## src/rtl/cpu_pkg.sv

```systemverilog
// rtl/cpu_pkg.sv - shared opcodes, T-state indices and control-word bit positions
// Purpose: one place where the sequencer, datapath and bench agree on encodings.
// Ports: none (package).
package cpu_pkg;

   localparam int OPCODE_W = 4;
   localparam int T_STATES = 6;

   typedef enum logic [3:0] {
      OP_LDA = 4'h0,
      OP_ADD = 4'h1,
      OP_SUB = 4'h2,
      OP_OUT = 4'hE,
      OP_HLT = 4'hF
   } opcode_e;

   // Bit index of each ring state inside t_state
   localparam int T1 = 0;
   localparam int T2 = 1;
   localparam int T3 = 2;
   localparam int T4 = 3;
   localparam int T5 = 4;
   localparam int T6 = 5;

   // Control-word bit positions
   localparam int CW_CP  = 0;
   localparam int CW_EP  = 1;
   localparam int CW_LM  = 2;
   localparam int CW_CE  = 3;
   localparam int CW_LI  = 4;
   localparam int CW_EI  = 5;
   localparam int CW_LA  = 6;
   localparam int CW_EA  = 7;
   localparam int CW_SU  = 8;
   localparam int CW_EU  = 9;
   localparam int CW_LB  = 10;
   localparam int CW_LO  = 11;
   localparam int CW_HLT = 12;
   localparam int CW_W   = 13;

   typedef logic [CW_W-1:0] ctrl_word_t;

   function automatic ctrl_word_t cw_bit(input int pos);
      ctrl_word_t w;
      w = '0;
      w[pos] = 1'b1;
      return w;
   endfunction

endpackage

```

## src/rtl/ring_counter.sv

```systemverilog
// rtl/ring_counter.sv - one-hot T-state ring with synchronous reset and hold
// Purpose: rotates a single 1 through T_STATES bits each clock unless held.
// Ports: clk, rst (sync, active-high), hold (freeze state), t_state (one-hot out).
module ring_counter
   import cpu_pkg::*;
#(
   parameter int N = T_STATES
) (
   input  logic         clk,
   input  logic         rst,
   input  logic         hold,
   output logic [N-1:0] t_state
);

   always_ff @(posedge clk) begin
      if (rst) begin
         t_state <= {{(N-1){1'b0}}, 1'b1};
      end else if (!hold) begin
         t_state <= {t_state[N-2:0], t_state[N-1]};
      end
   end

endmodule

```

## src/rtl/controller_sequencer.sv

```systemverilog
// rtl/controller_sequencer.sv - SAP control unit: ring counter plus opcode decode
// Purpose: produces the per-T-state control word for fetch and execute.
// Ports: clk, rst (sync, active-high), opcode (IR upper nibble), t_state (one-hot),
//        cp ep lm ce li ei la ea su eu lb lo (active-high controls), hlt (halted).
module controller_sequencer
   import cpu_pkg::*;
#(
   parameter int OPCODE_W = 4,
   parameter int T_STATES = 6
) (
   input  logic                clk,
   input  logic                rst,
   input  logic [OPCODE_W-1:0] opcode,
   output logic [T_STATES-1:0] t_state,
   output logic                cp,
   output logic                ep,
   output logic                lm,
   output logic                ce,
   output logic                li,
   output logic                ei,
   output logic                la,
   output logic                ea,
   output logic                su,
   output logic                eu,
   output logic                lb,
   output logic                lo,
   output logic                hlt
);

   logic       halted;
   logic       halt_now;
   ctrl_word_t cw;

   // HLT in T4 freezes the ring on the same edge that sets halted
   assign halt_now = t_state[T4] && (opcode == OP_HLT) && !halted;

   ring_counter #(.N(T_STATES)) u_ring (
      .clk     (clk),
      .rst     (rst),
      .hold    (halted || halt_now),
      .t_state (t_state)
   );

   always_ff @(posedge clk) begin
      if (rst) begin
         halted <= 1'b0;
      end else if (halt_now) begin
         halted <= 1'b1;
      end
   end

   always_comb begin
      cw = '0;
      if (halted) begin
         cw = cw_bit(CW_HLT);
      end else if (t_state[T1]) begin
         cw = cw_bit(CW_EP) | cw_bit(CW_LM);
      end else if (t_state[T2]) begin
         cw = cw_bit(CW_CP);
      end else if (t_state[T3]) begin
         cw = cw_bit(CW_CE) | cw_bit(CW_LI);
      end else if (t_state[T4]) begin
         case (opcode)
            OP_LDA, OP_ADD, OP_SUB: cw = cw_bit(CW_EI) | cw_bit(CW_LM);
            OP_OUT:                 cw = cw_bit(CW_EA) | cw_bit(CW_LO);
            OP_HLT:                 cw = cw_bit(CW_HLT);
            default:                cw = '0;
         endcase
      end else if (t_state[T5]) begin
         case (opcode)
            OP_LDA:         cw = cw_bit(CW_CE) | cw_bit(CW_LA);
            OP_ADD, OP_SUB: cw = cw_bit(CW_CE) | cw_bit(CW_LB);
            default:        cw = '0;
         endcase
      end else if (t_state[T6]) begin
         case (opcode)
            OP_ADD:  cw = cw_bit(CW_EU) | cw_bit(CW_LA);
            OP_SUB:  cw = cw_bit(CW_EU) | cw_bit(CW_LA) | cw_bit(CW_SU);
            default: cw = '0;
         endcase
      end
   end

   assign cp  = cw[CW_CP];
   assign ep  = cw[CW_EP];
   assign lm  = cw[CW_LM];
   assign ce  = cw[CW_CE];
   assign li  = cw[CW_LI];
   assign ei  = cw[CW_EI];
   assign la  = cw[CW_LA];
   assign ea  = cw[CW_EA];
   assign su  = cw[CW_SU];
   assign eu  = cw[CW_EU];
   assign lb  = cw[CW_LB];
   assign lo  = cw[CW_LO];
   assign hlt = cw[CW_HLT];

   a_bus_exclusive: assert property (@(posedge clk) disable iff (rst)
      $onehot0({ep, ce, ei, ea, eu}));

   a_ring_onehot: assert property (@(posedge clk) disable iff (rst)
      $onehot(t_state));

endmodule

```

## config.mk

```make
export PLATFORM = sky130hd
export DESIGN_NAME = controller_sequencer
export DESIGN_NICKNAME = d
export VERILOG_FILES = /design/src/rtl/cpu_pkg.sv /design/src/rtl/ring_counter.sv /design/src/rtl/controller_sequencer.sv
export SDC_FILE = /design/constraint.sdc
export NUM_CORES = 1
export LEC_CHECK = 0
export ABC_AREA = 1
export CAP_MARGIN = 20
export CORE_AREA = 3 3 40 42
export CTS_CLUSTER_SIZE = 24
export DETAILED_ROUTE_END_ITERATION = 12
export DIE_AREA = 0 0 43 45
export PLACE_DENSITY = 0.74
export SETUP_SLACK_MARGIN = 0.4
export SYNTH_ARGS = -nofsm -noshare
export SYNTH_HDL_FRONTEND = slang
export SYNTH_SLANG_ARGS = --single-unit
```

## constraint.sdc

```tcl
create_clock -name clk -period 2.8 [get_ports clk]
set_input_delay 0.56 -clock clk [delete_from_list [all_inputs] [get_ports clk]]
set_output_delay 0.56 -clock clk [all_outputs]
set_load 0.02 [all_outputs]
```

==> flow_metrics.env, run 1 <==
export IMPL_status="finished clean"
export IMPL_place_area_um2=739
export IMPL_yosysWarnings=0
export IMPL_n_fill_cell=147
export IMPL_final_setup_worst_slack_ps=439
export IMPL_ctsHoldBuffers=0
export IMPL_worstSetupStartpointType="primary input"
export IMPL_insertion_delay_ps=260
export IMPL_worstSetupPathType="primary input to primary output"
export IMPL_power_w=0.000263
export IMPL_holdCritStartpoint="u_ring.t_state[2]"
export IMPL_antenna_found_initial=0
export IMPL_power_density_mw_per_mm2=359
export IMPL_grt_usage_pct=15.3
export IMPL_antenna_cells=0
export IMPL_ir_drop_v=0.000205
export IMPL_clk_pin_slew_worst_paths_ps=50
export IMPL_finalSetupViolations=0
export IMPL_finalMaxSlewViolations=0
export IMPL_syn_to_final_growth_pct=52.3
export IMPL_synth_seq_cells=7
export IMPL_grt_ovfl_total=0
export IMPL_multi_input_area_um2=282
export IMPL_start_util_pct=37.4
export IMPL_seqCellArea_um2=140
export IMPL_grt_setup_unrepaired="true"
export IMPL_reg2reg_depth=7
export IMPL_cp_num_buf_inv=2
export IMPL_dpl_hpwl_um=1030
export IMPL_maxCapViolCount=0
export IMPL_relSlewSlack_pct=79.1
export IMPL_rrSetupSlack_ps=1690
export IMPL_rr_startpoint="u_ring.t_state[3]"
export IMPL_cp_arrival_ps=1800
export IMPL_numPortBuffers=24
export IMPL_synthCells=79
export IMPL_wirelength_um=1320
export IMPL_grt_max_degree=9
export IMPL_seq_area_frac_synth_pct=29.2
export IMPL_grt_pass1_wl_um=2250
export IMPL_coreArea_mm2=0.00128
export IMPL_num_rows=13
export IMPL_design_area_um2=732
export IMPL_crit_chain="clkdlybuf4s50_1, nand3_1, nor3_1, dlygate4sd1_1"
export IMPL_hold_end="u_ring.t_state[2]"
export IMPL_die_x_um=43
export IMPL_routedWlPerCell_um=10.8
export IMPL_r2r_end="u_ring.t_state[2]"
export IMPL_yosys_area_top_type_share_pct=29.2
export IMPL_cp_slowest_cell="clkdlybuf4s50_1"
export IMPL_tritoncts="yes"
export IMPL_power_leakage_nw=0.380
export IMPL_cp_max_fo=4
export IMPL_cp_end_kind="primary output"
export IMPL_h_tree_depth=1
export IMPL_yosys_top_cells_area="dfxtp_1 29%, nand3_1 15%, inv_1 11%, nand2_1 10%, nor2_1 10%"
export IMPL_dr_pass1_iters=3
export IMPL_cts_sinks=7
export IMPL_place_congestion=0.840
export IMPL_num_io_pins=25
export IMPL_hold_path_class="register to register"
export IMPL_place_ws_ps=61.5
export IMPL_dieArea_mm2=0.00194
export IMPL_numCtsBuffers=3
export IMPL_hold_depth=2
export IMPL_required_ps=2240
export IMPL_grt_pass1_vias=537
export IMPL_cpPeakStageDelay_ps=540
export IMPL_drc=0
export IMPL_synth_top_area_cell="dfxtp_1"
export IMPL_layout_nets=114
export IMPL_period_share_pct=84.3
export IMPL_first_iter_violations=6
export IMPL_post_drt_via_cell_ratio=4.85
export IMPL_netlist_area_um2=480
export IMPL_finalSetupTns_ps=0
export IMPL_ant_nets=0
export IMPL_worst_slew_pin_slew_ps=313
export IMPL_cts_max_path_buffers=2
export IMPL_max_freq_mhz=424
export IMPL_crit_family="buffers and inverters"
export IMPL_syn_nets=85
export IMPL_vias=592
export IMPL_post_route_cells_drive_above_1_share_pct=17.8
export IMPL_syn_avg_cell_area_um2=6.08
export IMPL_synth_cell_types=14
export IMPL_hold_violations=0
export IMPL_die_y_um=45
export IMPL_cts_root_buf="clkbuf_4"
export IMPL_skew_ps=15.6
export IMPL_min_period_ps=2360
## cells by family after synthesis
logic type | share of synthesized area, %
and+or+nand+nor | 51.3
buffers and inverters | 13.3
DFF | 29.2
AOI/OAI and AO/OA | 6.25
## where the power goes
part	internal, W	switching [W]	total (W)
Sequential	0.000103	0.00000503	0.000108
Combinational	0.0000254	0.0000332	0.0000585
Clock	0.0000546	0.0000413	0.0000959
## synth_stat cells
cell type,n
nand2_1,13
a21oi_1,3
inv_2,1
dfxtp_1,7
nand3_1,14
nand2_2,1
nor2_1,13
nor3_1,3
buf_4,1
nor2_4,2
nand2_4,2
o21ai_0,3
nand4_1,2
inv_1,14
## worst max path at each step
stage	end	slack (ps)	depth (start not counted)	startpoint
2_1_floorplan	lo	760	3	opcode[2]
5_1_grt	lm	360	7	opcode[3]
4_1_cts	lm	330	7	opcode[3]
3_3_place_gp	hlt	100	6	opcode[1]
3_5_place_dp	lm	60	7	opcode[3]
6_report	lo	440	4	opcode[2]
## flip-flops by register name, summed over array words and instances (netlist names)
register,count
halted,1
u_ring.t_state,6
## what timing repair did
action                                  4_1_cts  5_1_grt
resized for setup                            18       17
endpoints found under the setup margin       10        9
setup buffers                                 0        0
## final cells by class
cell class	count	share of cell area (%)
Clock buffer	4	3.59
Inverter	15	7.69
Sequential cell	7	19.1
Multi-Input combinational cell	56	38.5
Timing Repair Buffer	25	28.5
Tap cell	15	2.56
## worst register-to-register path: stages, from the launching register on
cell	delay (ps)
dfxtp_1	410
nand2_1	70
nor2_1	100
nand2_1	80
buf_4	150
nand2_2	80
nand3_1	70
nand2_1	70
## cell usage in the layout (no fill, tap or decap), drive strengths merged, types with 4 or more instances in the layout
cell           instances
nand2                 16
inv                   15
nor2                  15
nand3                 14
clkdlybuf4s50         14
clkbuf                 8
dfxtp                  7
buf                    4
## layer usage
metal,up-vias,global-route usage [%],wire length [µm]
li1,304,-,-
met5,-,0,0
met2,18,24.6,597
met3,2,3.59,87
met4,0,9.04,5
met1,268,18.7,628
## through the flow
stage                     util (%)  hold slack (ps)  instances
after floorplan                  -              557         79
after global placement        57.5              488        118
after detailed placement      57.5              494        118
after CTS                     59.4              506        122
after global routing          57.0              520        122
final                         57.0              501        122
Power figures use the tool's default switching activity.
==> inputs of run 2 (changes only) <==
--- a/config.mk
+++ b/config.mk
@@ -7,11 +7,11 @@
 export LEC_CHECK = 0
 export ABC_AREA = 1
 export CAP_MARGIN = 20
-export CORE_AREA = 3 3 40 42
+export CORE_MARGIN = 3
+export CORE_UTILIZATION = 37
 export CTS_CLUSTER_SIZE = 24
 export DETAILED_ROUTE_END_ITERATION = 12
-export DIE_AREA = 0 0 43 45
-export PLACE_DENSITY = 0.74
+export PLACE_DENSITY = 0.76
 export SETUP_SLACK_MARGIN = 0.4
 export SYNTH_ARGS = -nofsm -noshare
 export SYNTH_HDL_FRONTEND = slang
==> constraint.sdc (replaced) <==
create_clock -name clk -period 2.35 [get_ports clk]
set_input_delay 0.47 -clock clk [delete_from_list [all_inputs] [get_ports clk]]
set_output_delay 0.47 -clock clk [all_outputs]
set_load 0.02 [all_outputs]
==> run 2 against run 1 <==
Net effect:
- clock-buffer cell count did not move
- utilization rose by 7.4 points
- worst setup slack improved by 69 ps
- hold slack improved by 6.6 ps
- critical path depth rose by 3
- first-iteration DRC count rose by 17%
- via count fell by 1.0%
- highest routed layer is now met3
==> flow_metrics.env, run 2 (synthesis results as in run 1) <==
export IMPL_rr_startpoint="u_ring.t_state[3]"
export IMPL_routedWlPerCell_um=10.2
export IMPL_power_density_mw_per_mm2=406
export IMPL_hold_depth=2
export IMPL_grt_max_degree=9
export IMPL_power_leakage_nw=0.404
export IMPL_dr_pass1_iters=2
export IMPL_insertion_delay_ps=240
export IMPL_final_core_util_pct=64.4
export IMPL_hold_end="u_ring.t_state[2]"
export IMPL_r2r_end="u_ring.t_state[5]"
export IMPL_antenna_cells=0
export IMPL_wirelength_um=1260
export IMPL_skew_ps=1.64
export IMPL_syn_to_final_growth_pct=54.9
export IMPL_start_util_pct=41.6
export IMPL_worstSetupPathType="primary input to primary output"
export IMPL_antenna_found_initial=0
export IMPL_layout_common_cells="14 x nand3_1, 13 x inv_1, 12 x nor2_1, 12 x nand2_1, 8 x buf_2"
export IMPL_seqPwrFrac_pct=42.8
export IMPL_crit_family="buffers and inverters"
export IMPL_grt_setup_unrepaired="false"
export IMPL_crit_chain="dlygate4sd2_1, nor2_2, nand2_1, inv_2, nand3_1, a21oi_1, buf_2"
export IMPL_clock_power_share_pct=34.2
export IMPL_tritoncts="yes"
export IMPL_place_ws_ps=-191
export IMPL_finalMaxSlewViolations=0
export IMPL_num_io_pins=25
export IMPL_grt_pass1_wl_um=2230
export IMPL_design_area_um2=744
export IMPL_cp_max_fo=4
export IMPL_grt_pass1_vias=548
export IMPL_layout_nets=117
export IMPL_post_route_cells_drive_above_1_share_pct=25.5
export IMPL_grt_ovfl_total=0
export IMPL_hold_violations=0
export IMPL_period_share_pct=78.4
export IMPL_cp_end_kind="primary output"
export IMPL_p_int_w=0.000217
export IMPL_hold_path_class="register to register"
export IMPL_cts_max_path_buffers=2
export IMPL_post_drt_via_cell_ratio=4.73
export IMPL_cp_arrival_ps=1370
export IMPL_required_ps=1880
export IMPL_largestRegisters="u_ring.t_state (6), halted (1)"
export IMPL_min_period_ps=1840
export IMPL_reg2reg_depth=6
export IMPL_vias=586
export IMPL_num_rows=12
export IMPL_holdCritStartpoint="u_ring.t_state[2]"
export IMPL_max_freq_mhz=543
export IMPL_clk_pin_slew_worst_paths_ps=50
export IMPL_largest_reg_flops=6
export IMPL_cts_sinks=7
export IMPL_place_area_um2=753
export IMPL_power_w=0.000303
export IMPL_relSlewSlack_pct=83.2
export IMPL_die_x_um=42.0
export IMPL_cts_root_buf="clkbuf_4"
export IMPL_status="finished clean"
export IMPL_numCtsBuffers=3
export IMPL_worst_slew_pin_slew_ps=251
export IMPL_ant_nets=0
export IMPL_coreArea_mm2=0.00116
export IMPL_rrSetupSlack_ps=1200
export IMPL_grt_usage_pct=15.7
export IMPL_power_switching_w=0.0000855
export IMPL_place_congestion=0.818
export IMPL_ir_drop_v=0.000383
export IMPL_cpPeakStageDelay_ps=270
export IMPL_finalSetupViolations=0
export IMPL_combPwrFrac_pct=23.0
export IMPL_numPortBuffers=24
export IMPL_ctsHoldBuffers=0
export IMPL_top_register="u_ring.t_state"
export IMPL_final_setup_worst_slack_ps=508
export IMPL_dpl_hpwl_um=1000
export IMPL_h_tree_depth=1
export IMPL_cp_slowest_cell="dlygate4sd2_1"
export IMPL_die_y_um=42.0
export IMPL_maxCapViolCount=0
export IMPL_first_iter_violations=7
export IMPL_drc=0
export IMPL_power_share_switching_pct=28.3
export IMPL_layout_commonest_cell="nand3_1"
export IMPL_cp_num_buf_inv=3
export IMPL_worstSetupStartpointType="primary input"
export IMPL_dieArea_mm2=0.00177
## run 2: worst max-delay path by stage
stage                           start  cells past startpoint  endpoint  slack (ps)
floorplan           u_ring.t_state[3]                      3        lo         430
detailed placement          opcode[3]                      7        eu        -190
finish                      opcode[2]                      7        ce         510
global route                opcode[2]                      7        la         410
global placement            opcode[3]                      7        ei        -160
CTS                         opcode[2]                      7        ei         470
## run 2: area by class of cell
cell class	count	area [µm²]
Clock buffer	4	26.3
Fill cell	124	412
Inverter	15	56.3
Multi-Input combinational cell	56	287
Sequential cell	7	141
Tap cell	14	17.5
Timing Repair Buffer	28	216
## run 2: stage by stage
stage                     cells  TNS (ps)  hold slack, ps
after floorplan              79         0             542
after global placement      119     -1270             476
after detailed placement    119     -1560             484
after CTS                   124         0             494
after global routing        124         0             537
final                       124         0             508
## run 2: tightest hold or removal path: cells and delay by family (launching register included)
family	cells	cell delay (ps)
flops	1	320
simple gates	2	130
## run 2: power groups by stage
stage	clock network [W]	registers, W	logic, W
after floorplan	0	0.000136	0.0000340
after global placement	0	0.000131	0.0000721
after detailed placement	0	0.000131	0.0000726
after CTS	0.000110	0.000129	0.0000697
after global routing	0.000117	0.000130	0.0000763
final	0.000103	0.000129	0.0000696
## run 2: timing repair
action	CTS	global route
buffers inserted	1	0
pin swaps	2	0
gates resized for setup	56	3
setup endpoints to repair	13	3
## run 2: routing by layer
layer	track usage (%)	up-vias	routed length, µm
met1	18.5	254	544
li1	-	317	-
met3	3.43	0	70
met4	5.59	0	0
met5	0	-	0
met2	27.8	15	650
